## src/rtl/cnn_ctrl_pkg.sv

```systemverilog
// Shared types and helpers for the convolution window controller.
// The window-count helper gives the number of legal kernel positions in one frame.
package cnn_ctrl_pkg;

    typedef enum logic [1:0] {
        IDLE  = 2'd0,
        FEED  = 2'd1,
        DRAIN = 2'd2
    } ctrl_state_t;

    // Width of a counter holding 0..n-1, never narrower than one bit.
    function automatic int unsigned cw(input int unsigned n);
        return (n <= 1) ? 1 : $clog2(n);
    endfunction

    function automatic int unsigned win_count(input int unsigned w, input int unsigned h,
                                              input int unsigned k, input int unsigned s);
        return ((h - k) / s + 1) * ((w - k) / s + 1);
    endfunction

endpackage

```

## src/rtl/window_pos_tracker.sv

```systemverilog
// Follows the raster position of pushed pixels and flags beats that close a legal,
// stride-aligned kernel window, together with that window's output-map coordinates.
module window_pos_tracker
    import cnn_ctrl_pkg::*;
#(
    parameter int KERNEL_SIZE = 3,
    parameter int ROW_SIZE    = 5,
    parameter int COLUMN_SIZE = 5,
    parameter int STRIDE      = 1
) (
    input  logic                         clock,
    input  logic                         reset,
    input  logic                         clear,
    input  logic                         beat,
    output logic                         completes_window,
    output logic [cw(COLUMN_SIZE)-1:0]   win_row,
    output logic [cw(ROW_SIZE)-1:0]      win_col
);
    localparam int RW = cw(COLUMN_SIZE);
    localparam int CW = cw(ROW_SIZE);
    localparam int SW = cw(STRIDE);

    logic [RW-1:0] r_reg;
    logic [CW-1:0] c_reg;
    logic [SW-1:0] rph_reg;
    logic [SW-1:0] cph_reg;
    logic [RW-1:0] wr_reg;
    logic [CW-1:0] wc_reg;
    logic          row_end;
    logic          frame_end;
    logic          row_ok;
    logic          col_ok;

    // Phase counters sit at zero on every stride-aligned row/column past the kernel edge.
    assign row_end          = (c_reg == CW'(ROW_SIZE - 1));
    assign frame_end        = row_end && (r_reg == RW'(COLUMN_SIZE - 1));
    assign row_ok           = (r_reg >= RW'(KERNEL_SIZE - 1)) && (rph_reg == '0);
    assign col_ok           = (c_reg >= CW'(KERNEL_SIZE - 1)) && (cph_reg == '0);
    assign completes_window = beat && row_ok && col_ok;
    assign win_row          = wr_reg;
    assign win_col          = wc_reg;

    always_ff @(posedge clock) begin
        if (reset || clear) begin
            r_reg   <= '0;
            c_reg   <= '0;
            rph_reg <= '0;
            cph_reg <= '0;
            wr_reg  <= '0;
            wc_reg  <= '0;
        end else if (beat) begin
            if (row_end) begin
                c_reg   <= '0;
                cph_reg <= '0;
                wc_reg  <= '0;
                if (frame_end) begin
                    r_reg   <= '0;
                    rph_reg <= '0;
                    wr_reg  <= '0;
                end else begin
                    r_reg <= r_reg + 1'b1;
                    if (r_reg < RW'(KERNEL_SIZE - 1))
                        rph_reg <= '0;
                    else if (rph_reg == '0)
                        rph_reg <= SW'(STRIDE - 1);
                    else
                        rph_reg <= rph_reg - 1'b1;
                    if (row_ok)
                        wr_reg <= wr_reg + 1'b1;
                end
            end else begin
                c_reg <= c_reg + 1'b1;
                if (c_reg < CW'(KERNEL_SIZE - 1))
                    cph_reg <= '0;
                else if (cph_reg == '0)
                    cph_reg <= SW'(STRIDE - 1);
                else
                    cph_reg <= cph_reg - 1'b1;
                if (completes_window)
                    wc_reg <= wc_reg + 1'b1;
            end
        end
    end

endmodule

```

## src/rtl/conv_window_controller.sv

```systemverilog
// Frame sequencer: reads a frame from pixel RAM in raster order, streams it into the
// Image_Buffer and announces each legal window with its output-map coordinates.
module conv_window_controller
    import cnn_ctrl_pkg::*;
#(
    parameter int KERNEL_SIZE = 3,
    parameter int DATA_SIZE   = 8,
    parameter int ROW_SIZE    = 5,
    parameter int COLUMN_SIZE = 5,
    parameter int STRIDE      = 1,
    parameter int WIN_LATENCY = 1
) (
    input  logic                                   clock,
    input  logic                                   reset,
    input  logic                                   start,
    input  logic                                   pause,
    output logic                                   mem_rd_en,
    output logic [cw(ROW_SIZE*COLUMN_SIZE)-1:0]    mem_addr,
    input  logic [DATA_SIZE-1:0]                   mem_rd_data,
    output logic [DATA_SIZE-1:0]                   buf_data,
    output logic                                   buf_data_valid,
    output logic                                   win_valid,
    output logic [cw(COLUMN_SIZE)-1:0]             win_row,
    output logic [cw(ROW_SIZE)-1:0]                win_col,
    output logic                                   busy,
    output logic                                   frame_done
);
    localparam int NPIX = ROW_SIZE * COLUMN_SIZE;
    localparam int AW   = cw(NPIX);
    localparam int RW   = cw(COLUMN_SIZE);
    localparam int CW   = cw(ROW_SIZE);

    typedef struct packed {
        logic          valid;
        logic [RW-1:0] row;
        logic [CW-1:0] col;
    } win_beat_t;

    ctrl_state_t               state_reg;
    ctrl_state_t               state_next;
    logic [AW-1:0]             issue_cnt_reg;
    logic                      rd_pending_reg;
    logic                      last_issue;
    logic                      pipe_empty;
    logic                      clear;
    logic [WIN_LATENCY-1:0]    win_busy;
    win_beat_t                 win_in;

    assign last_issue = (issue_cnt_reg == AW'(NPIX - 1));
    assign pipe_empty = !rd_pending_reg && !buf_data_valid && !(|win_busy);

    always_ff @(posedge clock) begin
        if (reset)
            state_reg <= IDLE;
        else
            state_reg <= state_next;
    end

    always_comb begin
        state_next = state_reg;
        case (state_reg)
            IDLE:    if (start) state_next = FEED;
            FEED:    if (mem_rd_en && last_issue) state_next = DRAIN;
            DRAIN:   if (pipe_empty) state_next = IDLE;
            default: state_next = IDLE;
        endcase
    end

    always_comb begin
        mem_rd_en  = (state_reg == FEED) && !pause;
        mem_addr   = mem_rd_en ? issue_cnt_reg : '0;
        busy       = (state_reg != IDLE);
        frame_done = (state_reg == DRAIN) && pipe_empty;
        clear      = (state_reg == IDLE) && start;
    end

    // Read strobe is delayed twice: once for the RAM latency, once for the buf_data register.
    always_ff @(posedge clock) begin
        if (reset) begin
            issue_cnt_reg  <= '0;
            rd_pending_reg <= 1'b0;
            buf_data_valid <= 1'b0;
            buf_data       <= '0;
        end else begin
            if (mem_rd_en)
                issue_cnt_reg <= last_issue ? '0 : issue_cnt_reg + 1'b1;
            rd_pending_reg <= mem_rd_en;
            buf_data_valid <= rd_pending_reg;
            if (rd_pending_reg)
                buf_data <= mem_rd_data;
        end
    end

    window_pos_tracker #(
        .KERNEL_SIZE (KERNEL_SIZE),
        .ROW_SIZE    (ROW_SIZE),
        .COLUMN_SIZE (COLUMN_SIZE),
        .STRIDE      (STRIDE)
    ) u_tracker (
        .clock            (clock),
        .reset            (reset),
        .clear            (clear),
        .beat             (buf_data_valid),
        .completes_window (win_in.valid),
        .win_row          (win_in.row),
        .win_col          (win_in.col)
    );

    // Coordinates only move with a valid window, so the last stage holds them between windows.
    genvar gi;
    generate
        for (gi = 0; gi < WIN_LATENCY; gi++) begin : g_win_dly
            win_beat_t src;
            win_beat_t stage_reg;
            if (gi == 0) begin : g_first
                assign src = win_in;
            end else begin : g_next
                assign src = g_win_dly[gi-1].stage_reg;
            end
            always_ff @(posedge clock) begin
                if (reset) begin
                    stage_reg <= '0;
                end else begin
                    stage_reg.valid <= src.valid;
                    if (src.valid) begin
                        stage_reg.row <= src.row;
                        stage_reg.col <= src.col;
                    end
                end
            end
            assign win_busy[gi] = stage_reg.valid;
        end
    endgenerate

    assign win_valid = g_win_dly[WIN_LATENCY-1].stage_reg.valid;
    assign win_row   = g_win_dly[WIN_LATENCY-1].stage_reg.row;
    assign win_col   = g_win_dly[WIN_LATENCY-1].stage_reg.col;

endmodule

```

## config.mk

```make
export PLATFORM = sky130hd
export DESIGN_NAME = conv_window_controller
export DESIGN_NICKNAME = d
export VERILOG_FILES = /design/src/rtl/cnn_ctrl_pkg.sv /design/src/rtl/window_pos_tracker.sv /design/src/rtl/conv_window_controller.sv
export SDC_FILE = /design/constraint.sdc
export NUM_CORES = 1
export LEC_CHECK = 0
export CAP_MARGIN = 0
export CORE_ASPECT_RATIO = 0.5
export CORE_MARGIN = 3
export CORE_UTILIZATION = 30
export CTS_CLUSTER_SIZE = 20
export DETAILED_ROUTE_END_ITERATION = 6
export PLACE_DENSITY = 0.61
export SLEW_MARGIN = 20
export SYNTH_ARGS = -nofsm -noshare
export SYNTH_HDL_FRONTEND = slang
export SYNTH_HIERARCHICAL = 1
export SYNTH_SLANG_ARGS = --single-unit
```

## constraint.sdc

```tcl
create_clock -name clock -period 4.4 [get_ports clock]
set_clock_uncertainty 0.1 [all_clocks]
set_input_delay 0.44 -clock clock [delete_from_list [all_inputs] [get_ports clock]]
set_output_delay 0.44 -clock clock [all_outputs]
set_load 0.1 [all_outputs]
```

==> flow_summary.yaml, run 1 <==
drt:
  wire_per_inst_um: 11.5
  viasPerCell: 4.74
  vias: 1378
  drtAntennaViolNets: 0
  routed_wl_um: 3360
  drc: 0
  drtIter0Drc: 125
  firstDrtPassIters: 4
pwr:
  switching_share: 0.265
  p_seq_frac: 0.531
  power.density_mw_per_mm2: 296
  leakagePower_nw: 0.730
  p_clk_frac: 0.370
  power_switching_mw: 0.167
  p_int_mw: 0.463
  combPwrFrac: 0.099
  power_mw: 0.630
  peakVddDrop_mv: 0.122
synthesis:
  ys_ff_latch: 36
  syn_nets: 208
  synth_area_mm2: 0.00167
  yosysWarnings: 6
  ys_types: 35
  synth_top_area_frac: 0.432
  seq_area_frac_synth: 0.432
  yosysTopAreaCell: "dfxtp_1"
  synth_cells: 187
  synth.area.top_cells: "dfxtp_1, mux2i_1, ha_1"
  synth_area_per_cell_um2: 8.91
finish:
  drive_above_1_share: 0.0814
  antenna_cells: 0
  largest_reg_flops: 8
  fillers: 512
  nNetsFinal: 241
  multiInputGateArea_um2: 841
  area.growth.synth_to_final_pct: 27.9
  seq_area_um2: 721
worst_setup_path:
  rr_startpoint: "u_tracker/r_reg[1]$_SDFFE_PP0P_"
  cp_max_fo: 8
  r2r-end: "win_row[0]$_SDFFE_PP0P_"
  critical_path_required_ns: 3.86
  worstSetupStartpointType: "input pin"
  critPathKind: "in -> out"
  critPathLaunch: "pause"
  rr_worst_depth: 5
  end_kind: "primary output"
  reg2reg_slack_ns: 2.38
  cp-endpoint: "mem_rd_en"
  worstPathArrival_ns: 2.63
timing:
  finalCritPeriodShare: 0.721
  tightest_slew_ns: 0.991
  rsz0062_at_grt: "false"
  hold_viol: 0
  slew_headroom: 0.337
  fin_crit_ns: 3.17
  fmax_mhz: 315
  timing.setup.tns_ns: 0
  hold_ws_ns: 0.386
  finalSetupViolCount: 0
  maxSlewViolCount: 0
clock_network:
  cts_setup_buffers: 0
  clk_pin_slew_worst_paths_ns: 0.07
  cts_buffer_depth: 2
  cts_hold_buf: 0
  cts_buffers: 5
  cts_root_buffer: "clkbuf_8"
  h-tree-depth: 2
  clock_latency_ns: 0.29
  cts_tree: "built"
  postCtsResizedCells: 0
  cts.sinks: 36
grt:
  globalRouteOverflowTotal: 0
  grt_max_degree: 26
  grt_use_total: 0.112
  grt_pass1_vias: 1328
  antenna_found_initial: 0
  grt_pass1_wl_um: 6000
placement:
  place_congestion: 0.740
  post-dp-hpwl_um: 2460
  portBuffers: 35
hold_path:
  hp-class: "reg -> reg"
die:
  start_util: 0.325
  fp-row-count: 18
  die-area_mm2: 0.00654
  fp.dieH_um: 58.7
  boundaryPins: 36
  die_w_um: 111
  core_area_mm2: 0.00513
outcome:
  status: "finished, final reports clean"
run:
  cap_violations: 0
-- routing by layer --
metal / GRT usage / routed length (um) / part of all wire
met1: 0.131 / 1600 / 0.48
met2: 0.189 / 1530 / 0.46
met3: 0.0380 / 178 / 0.053
met4: 0.0537 / 53 / 0.016
met5: 0 / 0 / 0
-- worst max-delay path, stage by stage --
cell,delay [ns]
clkdlybuf4s50_1,0.41
or3b_1,0.49
inv_2,0.14
clkdlybuf4s50_1,1.14
-- Yosys cell counts (all sizes together) --
cell type / n
nor3: 3
buf: 6
o21a: 1
nand4b: 3
o22a: 1
nand2b: 1
or3: 1
o32a: 1
and3: 1
nor2b: 4
nand3b: 3
or3b: 1
dfxtp: 36
nand4bb: 1
nand3: 6
mux2i: 15
clkbuf: 3
o2111ai: 1
o211ai: 5
inv: 13
o21ai: 8
nand2: 11
a21oi: 16
ha: 9
and2: 2
or2: 2
nand4: 3
a31oi: 4
nor4: 1
nor2: 25
-- power by group through the flow --
stage               Clock, mW  Sequential, mW  Combinational (mW)
floorplan                   0           0.356              0.0286
global placement            0           0.342              0.0626
detailed placement          0           0.342              0.0628
CTS                     0.244           0.334              0.0631
global route            0.256           0.335              0.0667
finish                  0.233           0.334              0.0624
-- placed cells by master, fill, tap and decap left out, drive strengths merged, types with 2 or more instances in the layout --
cell / synthesis / final
nor2: 25 / 25
buf: 6 / 4
clkbuf: 3 / 5
dfxtp: 36 / 36
nor2b: 4 / 4
a31oi: 4 / 4
a21oi: 16 / 16
nor3: 3 / 3
clkinvlp: 0 / 2
inv: 13 / 13
clkdlybuf4s50: 0 / 31
nand2: 11 / 11
o21ai: 8 / 8
nand4: 3 / 3
or2: 2 / 2
nand3b: 3 / 3
mux2i: 15 / 15
o211ai: 5 / 5
ha: 9 / 9
and2: 2 / 2
nand3: 6 / 6
nand4b: 3 / 3
-- stage by stage --
| stage | cell area [um^2] | std cells | setup slack [ns] | util |
|---|---|---|---|---|
| floorplan | 1670 | 187 | 1.49 | - |
| global placement | 2040 | 283 | 1.26 | 0.397 |
| detailed placement | 2040 | 283 | 1.22 | 0.397 |
| CTS | 2130 | 291 | 1.22 | 0.415 |
| global route | 2130 | 291 | 1.18 | 0.415 |
| finish | 2130 | 291 | 1.23 | 0.415 |
-- cell type report --
type	instances	area share
repair buffers	35	0.160
well taps	70	0.0411
clock buffers	5	0.0323
clock inverters	3	0.0112
inverters	13	0.0229
flip-flops and latches	36	0.338
multi-input cells	129	0.395
-- how the worst min path moves through the flow --
stage	start	end	depth (start not counted)
after global placement	state_reg[1]$_SDFFE_PP0P_	state_reg[0]$_SDFFE_PP0P_	1
after detailed placement	u_tracker/r_reg[0]$_SDFFE_PP0P_	u_tracker/r_reg[0]$_SDFFE_PP0P_	2
after floorplan	state_reg[1]$_SDFFE_PP0P_	state_reg[0]$_SDFFE_PP0P_	1
after global routing	win_row[0]$_SDFFE_PP0P_	win_row[0]$_SDFFE_PP0P_	2
after CTS	u_tracker/r_reg[0]$_SDFFE_PP0P_	u_tracker/r_reg[0]$_SDFFE_PP0P_	2
final	u_tracker/r_reg[0]$_SDFFE_PP0P_	u_tracker/r_reg[0]$_SDFFE_PP0P_	2
-- cell families (layout without fill, tap and decap cells) --
group	after synthesis	in the layout	synth area share
buf+inv	22	56	0.0631
mux	15	15	0.0901
simple gates	68	68	0.215
compound gates	37	37	0.131
flops	36	36	0.432
fa+ha+maj	9	9	0.0676
(Power assumes the default switching activity.)
==> inputs of run 2 (changes only) <==
--- a/config.mk
+++ b/config.mk
@@ -11,7 +11,7 @@
 export CORE_UTILIZATION = 30
 export CTS_CLUSTER_SIZE = 20
 export DETAILED_ROUTE_END_ITERATION = 6
-export PLACE_DENSITY = 0.61
+export PLACE_DENSITY = 0.63
 export SLEW_MARGIN = 20
 export SYNTH_ARGS = -nofsm -noshare
 export SYNTH_HDL_FRONTEND = slang
==> constraint.sdc (replaced) <==
create_clock -name clock -period 2.7 [get_ports clock]
set_clock_uncertainty 0.1 [all_clocks]
set_input_delay 0.27 -clock clock [delete_from_list [all_inputs] [get_ports clock]]
set_output_delay 0.27 -clock clock [all_outputs]
set_load 0.1 [all_outputs]
==> run 2 against run 1 <==
- combinational power increased by 67%
- via count increased by 2.6%
- critical endpoint is now mem_addr[4]
- first-iteration DRC count down 22%
- largest power group unchanged
- final cell count up 0.34%
- register-to-register slack got worse by 1.6 ns
- utilization is 0.46 points higher
==> flow_summary.yaml, run 2 (synthesized netlist as in run 1, its figures left out) <==
die:
  die-area_mm2: 0.00654
  die_w_um: 111
  boundaryPins: 36
  fp.dieH_um: 58.7
  fp-row-count: 18
  core_area_mm2: 0.00513
  start_util: 0.325
clock_network:
  clock_latency_ns: 0.28
  cts_setup_buffers: 0
  cts.sinks: 36
  cts_root_buffer: "clkbuf_8"
  cts_tree: "built"
  h-tree-depth: 2
  postCtsResizedCells: 0
  cts_hold_buf: 0
  cts_buffer_depth: 2
  cts_buffers: 5
  clk_pin_slew_worst_paths_ns: 0.07
grt:
  grtUsageMet1: 0.126
  antenna_found_initial: 0
  grt_pass1_wl_um: 5580
  gr-usage-met3: 0.0329
  use_met2: 0.177
  grt_use_total: 0.105
  grt_pass1_vias: 1253
  globalRouteOverflowTotal: 0
  busiest_layer: "met2"
  grt_max_degree: 26
pwr:
  combPwrFrac: 0.101
  p_seq_frac: 0.526
  p_clk_frac: 0.373
  power_switching_mw: 0.255
  power.density_mw_per_mm2: 481
  peakVddDrop_mv: 0.164
  p_int_mw: 0.781
  switching_share: 0.246
  leakagePower_nw: 0.794
  power_mw: 1.04
worst_setup_path:
  reg2reg_slack_ns: 0.77
  worstSetupStartpointType: "input pin"
  crit_chain: "clkdlybuf4s50_1 -> or3b_1 -> inv_2 -> and2_1 -> buf_12"
  critical_path_required_ns: 2.33
  critPathKind: "in -> out"
  rr_worst_depth: 5
  path_depth: 5
  cp_max_fo: 8
  max_stage_delay_ns: 0.48
  end_kind: "primary output"
  path_buf_inv: 3
  critPathLaunch: "pause"
  rr_startpoint: "u_tracker/r_reg[1]$_SDFFE_PP0P_"
  worstPathArrival_ns: 1.70
  r2r-end: "win_col[2]$_SDFFE_PP0P_"
  critical-path-slowest-cell: "or3b_1"
  cp-endpoint: "mem_addr[4]"
  critical_path.top_delay_family: "buffers and inverters"
placement:
  portBuffers: 35
  dp_slack_ns: 0.634
  place_congestion: 0.799
  post-dp-hpwl_um: 2500
drt:
  wire_per_inst_um: 11.7
  drtAntennaViolNets: 0
  viasPerCell: 4.84
  vias: 1414
  drc: 0
  firstDrtPassIters: 4
  routed_wl_um: 3420
  drtIter0Drc: 98
timing:
  fin_ws_ns: 0.633
  hold_viol: 0
  hold_ws_ns: 0.383
  timing.setup.tns_ns: 0
  fmax_mhz: 484
  slew_headroom: 0.538
  finalSetupViolCount: 0
  rsz0062_at_grt: "false"
  finalCritPeriodShare: 0.765
  maxSlewViolCount: 0
  tightest_slew_ns: 0.691
  fin_crit_ns: 2.07
finish:
  drive_above_1_share: 0.176
  nNetsFinal: 242
  final_common_cell: "dfxtp_1"
  fin_util: 0.420
  antenna_cells: 0
  layout_common_cells: "dfxtp_1, nor2_1, buf_4, a21oi_1, mux2i_1"
  area.growth.synth_to_final_pct: 29.3
  largest_reg_flops: 8
hold_path:
  hp-class: "reg -> reg"
  whs_path_depth: 2
run:
  cap_violations: 0
outcome:
  status: "finished, final reports clean"
run 2: changes by cell type in the layout (fill, tap and decap cells not counted), sizes merged:
cell,before,now
clkdlybuf4s50,31,11
buf,4,25
clkinv,1,0
clkbuf,5,7
clkinvlp,2,1
run 2: cell type report:
class,count,area (um^2)
inverters,13,48.8
clock inverters,1,7.51
well taps,70,87.6
flip-flops and latches,36,721
fillers,512,2980
clock buffers,7,86.3
repair buffers,36,360
multi-input cells,129,843
run 2: power groups by stage:
stage	registers, mW	logic (mW)	clock network (mW)
after floorplan	0.580	0.0467	0
after global placement	0.557	0.104	0
after detailed placement	0.558	0.105	0
after CTS	0.545	0.105	0.403
after global routing	0.546	0.110	0.424
final	0.545	0.104	0.387
run 2: worst min-delay path by stage:
stage	startpoint	endpoint	slack, ns
floorplan	reset	issue_cnt_reg[3]$_SDFFE_PP0N_	0.24
finish	u_tracker/r_reg[0]$_SDFFE_PP0P_	u_tracker/r_reg[0]$_SDFFE_PP0P_	0.38
CTS	u_tracker/r_reg[0]$_SDFFE_PP0P_	u_tracker/r_reg[0]$_SDFFE_PP0P_	0.38
global placement	u_tracker/r_reg[0]$_SDFFE_PP0P_	u_tracker/r_reg[0]$_SDFFE_PP0P_	0.37
global route	u_tracker/r_reg[0]$_SDFFE_PP0P_	u_tracker/r_reg[0]$_SDFFE_PP0P_	0.41
detailed placement	u_tracker/r_reg[0]$_SDFFE_PP0P_	u_tracker/r_reg[0]$_SDFFE_PP0P_	0.37
run 2: per-layer routing:
layer | vias to the layer above | wire (um)
li1 | 718 | -
met2 | 40 | 1610
met3 | 5 | 185
met5 | - | 0
met4 | 0 | 46
met1 | 651 | 1580
run 2: metrics by stage:
stage / area [um^2] / std cells
detailed placement: 2060 / 284
finish: 2150 / 292
global route: 2150 / 292
CTS: 2150 / 292
global placement: 2060 / 284
floorplan: 1670 / 187
run 2: worst min-delay path, cell delays in order, from the launching register on:
cell     delay, ns
dfxtp_1       0.33
nand2_1       0.06
a21oi_1       0.05
